===== src/rtl/decode_stage.sv =====
// Registered RV32I decode stage: valid/ready on both sides, an optional skid entry,
// a synchronous flush for redirects, and an illegal-instruction flag for the trap path.
module decode_stage #(
    parameter int unsigned PC_W    = 32,
    parameter bit          SKID_EN = 1'b1
) (
    input  logic            clk,
    input  logic            rst,
    input  logic            flush,
    input  logic            in_valid,
    output logic            in_ready,
    input  logic [31:0]     in_inst,
    input  logic [PC_W-1:0] in_pc,
    output logic            out_valid,
    input  logic            out_ready,
    output logic [PC_W-1:0] out_pc,
    output logic [4:0]      out_rd,
    output logic [4:0]      out_rs1,
    output logic [4:0]      out_rs2,
    output logic            out_write_en,
    output logic [31:0]     out_immediate,
    output logic [3:0]      out_alu_opcode,
    output logic            out_alu_src2_from_imm,
    output logic            out_alu_src1_from_pc,
    output logic            out_lui_inst,
    output logic            out_mem_read,
    output logic            out_mem_write,
    output logic            out_branch,
    output logic            out_jump,
    output logic            out_illegal
);

    localparam int unsigned XLEN  = 32;
    localparam int unsigned REG_W = 5;
    localparam int unsigned ALU_W = 4;

    localparam logic [6:0] OPC_LUI    = 7'b0110111;
    localparam logic [6:0] OPC_AUIPC  = 7'b0010111;
    localparam logic [6:0] OPC_JAL    = 7'b1101111;
    localparam logic [6:0] OPC_JALR   = 7'b1100111;
    localparam logic [6:0] OPC_BRANCH = 7'b1100011;
    localparam logic [6:0] OPC_LOAD   = 7'b0000011;
    localparam logic [6:0] OPC_STORE  = 7'b0100011;
    localparam logic [6:0] OPC_OP_IMM = 7'b0010011;
    localparam logic [6:0] OPC_OP     = 7'b0110011;

    localparam logic [ALU_W-1:0] ALU_ADD = 4'h0;
    localparam logic [ALU_W-1:0] ALU_SUB = 4'h8;

    typedef struct packed {
        logic [PC_W-1:0]  pc;
        logic [REG_W-1:0] rd;
        logic [REG_W-1:0] rs1;
        logic [REG_W-1:0] rs2;
        logic             write_en;
        logic [XLEN-1:0]  immediate;
        logic [ALU_W-1:0] alu_opcode;
        logic             alu_src2_from_imm;
        logic             alu_src1_from_pc;
        logic             lui_inst;
        logic             mem_read;
        logic             mem_write;
        logic             branch;
        logic             jump;
        logic             illegal;
    } bundle_t;

    typedef enum logic [1:0] {
        S_EMPTY = 2'd0,
        S_ONE   = 2'd1,
        S_TWO   = 2'd2
    } state_t;

    logic [6:0]      opcode;
    logic [2:0]      funct3;
    logic [6:0]      funct7;
    logic [XLEN-1:0] imm_i;
    logic [XLEN-1:0] imm_s;
    logic [XLEN-1:0] imm_b;
    logic [XLEN-1:0] imm_u;
    logic [XLEN-1:0] imm_j;

    bundle_t dec;
    logic    legal;
    logic    writes_rd;

    state_t  state;
    state_t  next_state;
    bundle_t out_q;
    bundle_t skid_q;
    logic    in_ready_q;

    logic    accept_c;
    logic    fire_c;
    logic    ld_out_from_in;
    logic    ld_out_from_skid;
    logic    ld_skid;

    assign opcode = in_inst[6:0];
    assign funct3 = in_inst[14:12];
    assign funct7 = in_inst[31:25];

    assign imm_i = {{20{in_inst[31]}}, in_inst[31:20]};
    assign imm_s = {{20{in_inst[31]}}, in_inst[31:25], in_inst[11:7]};
    assign imm_b = {{19{in_inst[31]}}, in_inst[31], in_inst[7], in_inst[30:25], in_inst[11:8], 1'b0};
    assign imm_u = {in_inst[31:12], 12'b0};
    assign imm_j = {{11{in_inst[31]}}, in_inst[31], in_inst[19:12], in_inst[20], in_inst[30:21], 1'b0};

    // Instruction decode; an illegal encoding keeps its register fields but loses every side effect.
    always_comb begin
        dec       = '0;
        legal     = 1'b1;
        writes_rd = 1'b0;
        dec.pc    = in_pc;
        dec.rd    = in_inst[11:7];
        dec.rs1   = in_inst[19:15];
        dec.rs2   = in_inst[24:20];
        case (opcode)
            OPC_LUI: begin
                dec.immediate         = imm_u;
                dec.alu_src2_from_imm = 1'b1;
                dec.lui_inst          = 1'b1;
                writes_rd             = 1'b1;
            end
            OPC_AUIPC: begin
                dec.immediate         = imm_u;
                dec.alu_src2_from_imm = 1'b1;
                dec.alu_src1_from_pc  = 1'b1;
                writes_rd             = 1'b1;
            end
            OPC_JAL: begin
                dec.immediate         = imm_j;
                dec.alu_src2_from_imm = 1'b1;
                dec.alu_src1_from_pc  = 1'b1;
                dec.jump              = 1'b1;
                writes_rd             = 1'b1;
            end
            OPC_JALR: begin
                dec.immediate         = imm_i;
                dec.alu_src2_from_imm = 1'b1;
                dec.jump              = 1'b1;
                writes_rd             = 1'b1;
                legal                 = (funct3 == 3'b000);
            end
            OPC_BRANCH: begin
                dec.immediate        = imm_b;
                dec.alu_opcode       = ALU_SUB;
                dec.alu_src1_from_pc = 1'b1;
                dec.branch           = 1'b1;
                legal                = (funct3 != 3'b010) && (funct3 != 3'b011);
            end
            OPC_LOAD: begin
                dec.immediate         = imm_i;
                dec.alu_src2_from_imm = 1'b1;
                dec.mem_read          = 1'b1;
                writes_rd             = 1'b1;
                legal                 = (funct3 != 3'b011) && (funct3 != 3'b110) && (funct3 != 3'b111);
            end
            OPC_STORE: begin
                dec.immediate         = imm_s;
                dec.alu_src2_from_imm = 1'b1;
                dec.mem_write         = 1'b1;
                legal                 = (funct3 <= 3'b010);
            end
            OPC_OP_IMM: begin
                dec.immediate         = imm_i;
                dec.alu_src2_from_imm = 1'b1;
                writes_rd             = 1'b1;
                // Only the right shifts carry inst[30] into the ALU op; elsewhere it is immediate data.
                dec.alu_opcode        = (funct3 == 3'b101) ? {in_inst[30], funct3} : {1'b0, funct3};
                if (funct3 == 3'b001) begin
                    legal = (funct7 == 7'h00);
                end else if (funct3 == 3'b101) begin
                    legal = (funct7 == 7'h00) || (funct7 == 7'h20);
                end
            end
            OPC_OP: begin
                dec.alu_opcode = {in_inst[30], funct3};
                writes_rd      = 1'b1;
                legal          = (funct7 == 7'h00) ||
                                 ((funct7 == 7'h20) && ((funct3 == 3'b000) || (funct3 == 3'b101)));
            end
            default: begin
                legal = 1'b0;
            end
        endcase
        if (!legal) begin
            dec.immediate         = '0;
            dec.alu_opcode        = ALU_ADD;
            dec.alu_src2_from_imm = 1'b0;
            dec.alu_src1_from_pc  = 1'b0;
            dec.lui_inst          = 1'b0;
            dec.mem_read          = 1'b0;
            dec.mem_write         = 1'b0;
            dec.branch            = 1'b0;
            dec.jump              = 1'b0;
            dec.illegal           = 1'b1;
        end
        dec.write_en = writes_rd && legal && (dec.rd != 5'd0);
    end

    assign accept_c = in_valid && in_ready;
    assign fire_c   = out_valid && out_ready;

    // State register.
    always_ff @(posedge clk or posedge rst) begin
        if (rst) begin
            state <= S_EMPTY;
        end else begin
            state <= next_state;
        end
    end

    // Next-state logic; flush overrides every transition.
    always_comb begin
        next_state = state;
        if (flush) begin
            next_state = S_EMPTY;
        end else begin
            case (state)
                S_EMPTY: if (accept_c) next_state = S_ONE;
                S_ONE: begin
                    if (accept_c && !fire_c && SKID_EN) begin
                        next_state = S_TWO;
                    end else if (!accept_c && fire_c) begin
                        next_state = S_EMPTY;
                    end
                end
                S_TWO:   if (fire_c) next_state = S_ONE;
                default: next_state = S_EMPTY;
            endcase
        end
    end

    // Output / datapath-control logic.
    always_comb begin
        out_valid        = (state != S_EMPTY);
        in_ready         = SKID_EN ? in_ready_q : (!out_valid || out_ready);
        ld_out_from_in   = 1'b0;
        ld_out_from_skid = 1'b0;
        ld_skid          = 1'b0;
        if (!flush) begin
            case (state)
                S_EMPTY: ld_out_from_in = accept_c;
                S_ONE: begin
                    ld_out_from_in = accept_c && fire_c;
                    ld_skid        = accept_c && !fire_c && SKID_EN;
                end
                S_TWO:   ld_out_from_skid = fire_c;
                default: ld_out_from_in = 1'b0;
            endcase
        end
    end

    // Output and skid registers; in_ready is precomputed from the next state.
    always_ff @(posedge clk or posedge rst) begin
        if (rst) begin
            out_q      <= '0;
            skid_q     <= '0;
            in_ready_q <= 1'b1;
        end else begin
            in_ready_q <= (next_state != S_TWO);
            if (ld_out_from_in) begin
                out_q <= dec;
            end else if (ld_out_from_skid) begin
                out_q <= skid_q;
            end
            if (ld_skid) begin
                skid_q <= dec;
            end
        end
    end

    assign out_pc                = out_q.pc;
    assign out_rd                = out_q.rd;
    assign out_rs1               = out_q.rs1;
    assign out_rs2               = out_q.rs2;
    assign out_write_en          = out_q.write_en;
    assign out_immediate         = out_q.immediate;
    assign out_alu_opcode        = out_q.alu_opcode;
    assign out_alu_src2_from_imm = out_q.alu_src2_from_imm;
    assign out_alu_src1_from_pc  = out_q.alu_src1_from_pc;
    assign out_lui_inst          = out_q.lui_inst;
    assign out_mem_read          = out_q.mem_read;
    assign out_mem_write         = out_q.mem_write;
    assign out_branch            = out_q.branch;
    assign out_jump              = out_q.jump;
    assign out_illegal           = out_q.illegal;

endmodule


===== config.mk =====
export PLATFORM = sky130hd
export DESIGN_NAME = decode_stage
export DESIGN_NICKNAME = d
export VERILOG_FILES = /design/src/rtl/decode_stage.sv
export SDC_FILE = /design/constraint.sdc
export NUM_CORES = 1
export LEC_CHECK = 0
export ABC_AREA = 1
export CORE_MARGIN = 1
export CORE_UTILIZATION = 50
export CTS_CLUSTER_DIAMETER = 60
export DETAILED_ROUTE_END_ITERATION = 6
export GPL_TIMING_DRIVEN = 0
export PLACE_DENSITY = 0.78
export SLEW_MARGIN = 20
export SYNTH_ARGS = -nofsm -noshare
export SYNTH_HDL_FRONTEND = slang
export SYNTH_SLANG_ARGS = --single-unit
export TNS_END_PERCENT = 50

===== constraint.sdc =====
create_clock -name clk -period 7.3 [get_ports clk]
set_input_delay 1.095 -clock clk [delete_from_list [all_inputs] [get_ports clk]]
set_output_delay 1.095 -clock clk [all_outputs]
set_load 0.02 [all_outputs]

==> impl_metrics.toml <==
[status]
status = "finished, final reports clean"

[clock_network]
clk_latency_ns = 0.43
htree_num_levels = 4
cts_hold_buf = 0
cts-root-buf = "clkbuf_16"
cts_resized = 0
clk_pin_slew_ns = 0.06
tritoncts = "done"
post-cts-setup-buffers = 0
cts_buffer_depth = 2
clkSinkCount = 187
numCtsBuffers = 17

[pwr]
vdd_drop_max_uv = 186
power.density_nw_per_um2 = 260
finalPower_mw = 2.82
p_leak_nw = 5.04

[yosys]
synth_largest_area_cell = "dfrtp_1"
ys_warn_count = 0
netlist_instances = 988
synth_area_leaders = "dfrtp_1 (56%), nand2_1 (15%), a21oi_1 (4.3%)"
synth.net_count = 1057
synth_area_um2 = 8370
yosysSeqAreaShare = 0.559
ys_ff_latch = 187
ys_types = 35
synth_edf_count = 0
synth.top_cell.area_share = 0.556
async_flop_share = 1.00
syn_avg_cell_area_um2 = 8.47
synth_ff_type = "dfrtp_1"

[setup_path]
arrival_ns = 3.56
crit_top_cell = "nand2_1"
path_class = "input pin to flop"
setup.worst_path.end_class = "flop"
critPathMaxFanout = 10
crit_chain = "clkdlybuf4s50_1 -> inv_1 -> nand2_1 -> nor2_1 -> nand2_1 -> clkbuf_1 -> clkbuf_1 -> nand2_1 -> o21ai_1"
required_ns = 7.65
critPathLaunchType = "input pin"
slowest_stage = "clkbuf_1"
cp_slowest_stage_delay_ns = 0.57

[grt]
grt_use_met1 = 0.412
antenna_found_initial = 0
grt_usage = 0.289
grt_pass1_wl_um = 39000
grt_max_degree = 99
grt_overflow = 0
grt-busiest-layer = "met2"
use_met2 = 0.443
grt_use_met3 = 0.0513
first_global_vias = 7409

[finish]
syn_to_final_growth_pct = 30.0
final_common_cell = "nand2_1"
final_cells = 1398
final_cell_mix = "nand2_1 (344), dfrtp_1 (186), clkdlybuf4s50_1 (162)"
layout-drive-gt1-share = 0.0677
antenna_cells = 0
design_area_um2 = 10900
fillers = 1339
nNetsFinal = 1239
ff_latch_area_um2 = 4680
multiInputGateArea_um2 = 3140

[placement]
place_area_um2 = 10300
place_hpwl_um = 17000
gp_congestion = 0.940
port-buffer-count = 162
numPlacedInstances = 1367

[detailed_routing]
wl_per_cell_um = 17.2
drtIter0Drc = 790
dr.pass1.iters = 5
vias_per_cell = 5.50
drt_wl_total_um = 24100
ant_nets = 0
drc = 0
num_vias = 7694

[floorplanning]
std_cell_rows = 46
die_w_um = 131
io_pins = 163
start_util = 0.519
core_area_um2 = 16100
die_y_um = 131
die-area_um2 = 17300

[sta]
period_needed_ns = 3.20
finalClockSkew_ns = 0.00571
hold_viol = 0
slew_headroom = 0.491
finalMaxSlewViolations = 0
rsz0062_at_grt = "false"
period_share = 0.439
setup_viol = 0
max_freq_mhz = 312
worst_pin_slew_ns = 0.763

[run]
drv_cap = 0

[hold_path]
hold_class = "flop to flop"
==> per-layer routing <==
metal	routed length (um)	vias up	share of wire
li1	-	3604	-
met1	10700	3667	0.44
met2	10900	372	0.45
met5	0	-	0
met4	679	0	0.028
met3	1830	51	0.076
==> metrics by stage <==
step	utilization	setup slack (ns)	setup TNS [ns]	hold WS (ns)
2_1_floorplan	-	1.12	0	0.449
3_3_place_gp	0.637	-1.30	-237.54	0.463
3_5_place_dp	0.639	3.80	0	0.466
4_1_cts	0.675	4.19	0	0.483
5_1_grt	0.675	4.02	0	0.509
6_report	0.675	4.10	0	0.479
==> kinds of logic after synthesis <==
kind of cell,count (synthesis),share of synthesized area
AND/OR/NAND/NOR,428,0.212
AO/OA/AOI/OAI,240,0.162
flip-flops,187,0.559
buffers and inverters,133,0.0661
==> sequential cells by signal (all words and copies together), names as in the netlist, 2 cells and up <==
name,count
state,2
out_rs2,5
out_pc,32
out_rs1,5
out_alu_opcode,4
out_rd,5
skid_q,92
out_immediate,32
==> path summary, 6_finish.rpt <==
| path | startpoint | to | slack [ns] | depth (start not counted) |
|---|---|---|---|---|
| setup / recovery | out_ready | skid_q[23]$_DFFE_PP0P_ | 4.10 | 9 |
| hold reg to reg | skid_q[11]$_DFFE_PP0P_ | skid_q[11]$_DFFE_PP0P_ | 0.48 | 2 |
| min in group asynchronous | rst | out_immediate[28]$_DFFE_PP0P_ | 1.17 | 2 |
| hold / removal | skid_q[11]$_DFFE_PP0P_ | skid_q[11]$_DFFE_PP0P_ | 0.48 | 2 |
| max in group asynchronous | rst | skid_q[49]$_DFFE_PP0P_ | 5.25 | 3 |
| setup reg to reg | state[0]$_DFF_PP0_ | skid_q[23]$_DFFE_PP0P_ | 4.88 | 7 |
==> critical path: cells and delay by family <==
| family | cells | cell delay, ns |
|---|---|---|
| AND/OR/NAND/NOR | 4 | 0.76 |
| buffers and inverters | 4 | 1.57 |
| AO/OA/AOI/OAI | 1 | 0.12 |
==> synth_stat cells, types with 2 or more instances <==
| master | instances |
|---|---|
| o22ai_1 | 2 |
| nand4_1 | 2 |
| nand2_2 | 2 |
| buf_6 | 4 |
| nand3_2 | 9 |
| nor2_1 | 20 |
| o211ai_1 | 48 |
| clkbuf_1 | 36 |
| inv_2 | 7 |
| nand3_1 | 42 |
| nor2_2 | 2 |
| o21ai_0 | 70 |
| buf_2 | 16 |
| a22o_1 | 4 |
| nor2_4 | 2 |
| inv_1 | 67 |
| a21oi_1 | 72 |
| nand2_1 | 344 |
| o21bai_1 | 2 |
| dfrtp_1 | 186 |
| o21ai_1 | 37 |
==> area by class of cell <==
type	count	share of cell area
tap	216	0.0248
timing repair buffer	163	0.152
inverter	75	0.0266
multi-input combinational	668	0.288
buffer	58	0.0250
clock inverter	10	0.0105
sequential	187	0.430
clock buffer	21	0.0432
==> where the power goes <==
group / switching [mW] / leakage, nW / internal (mW)
logic: 0.344 / 2.37 / 0.274
registers: 0.0834 / 2.39 / 1.20
clock network: 0.393 / 0.289 / 0.530
total: 0.821 / 5.04 / 2.00
Power figures use the tool's default switching activity.
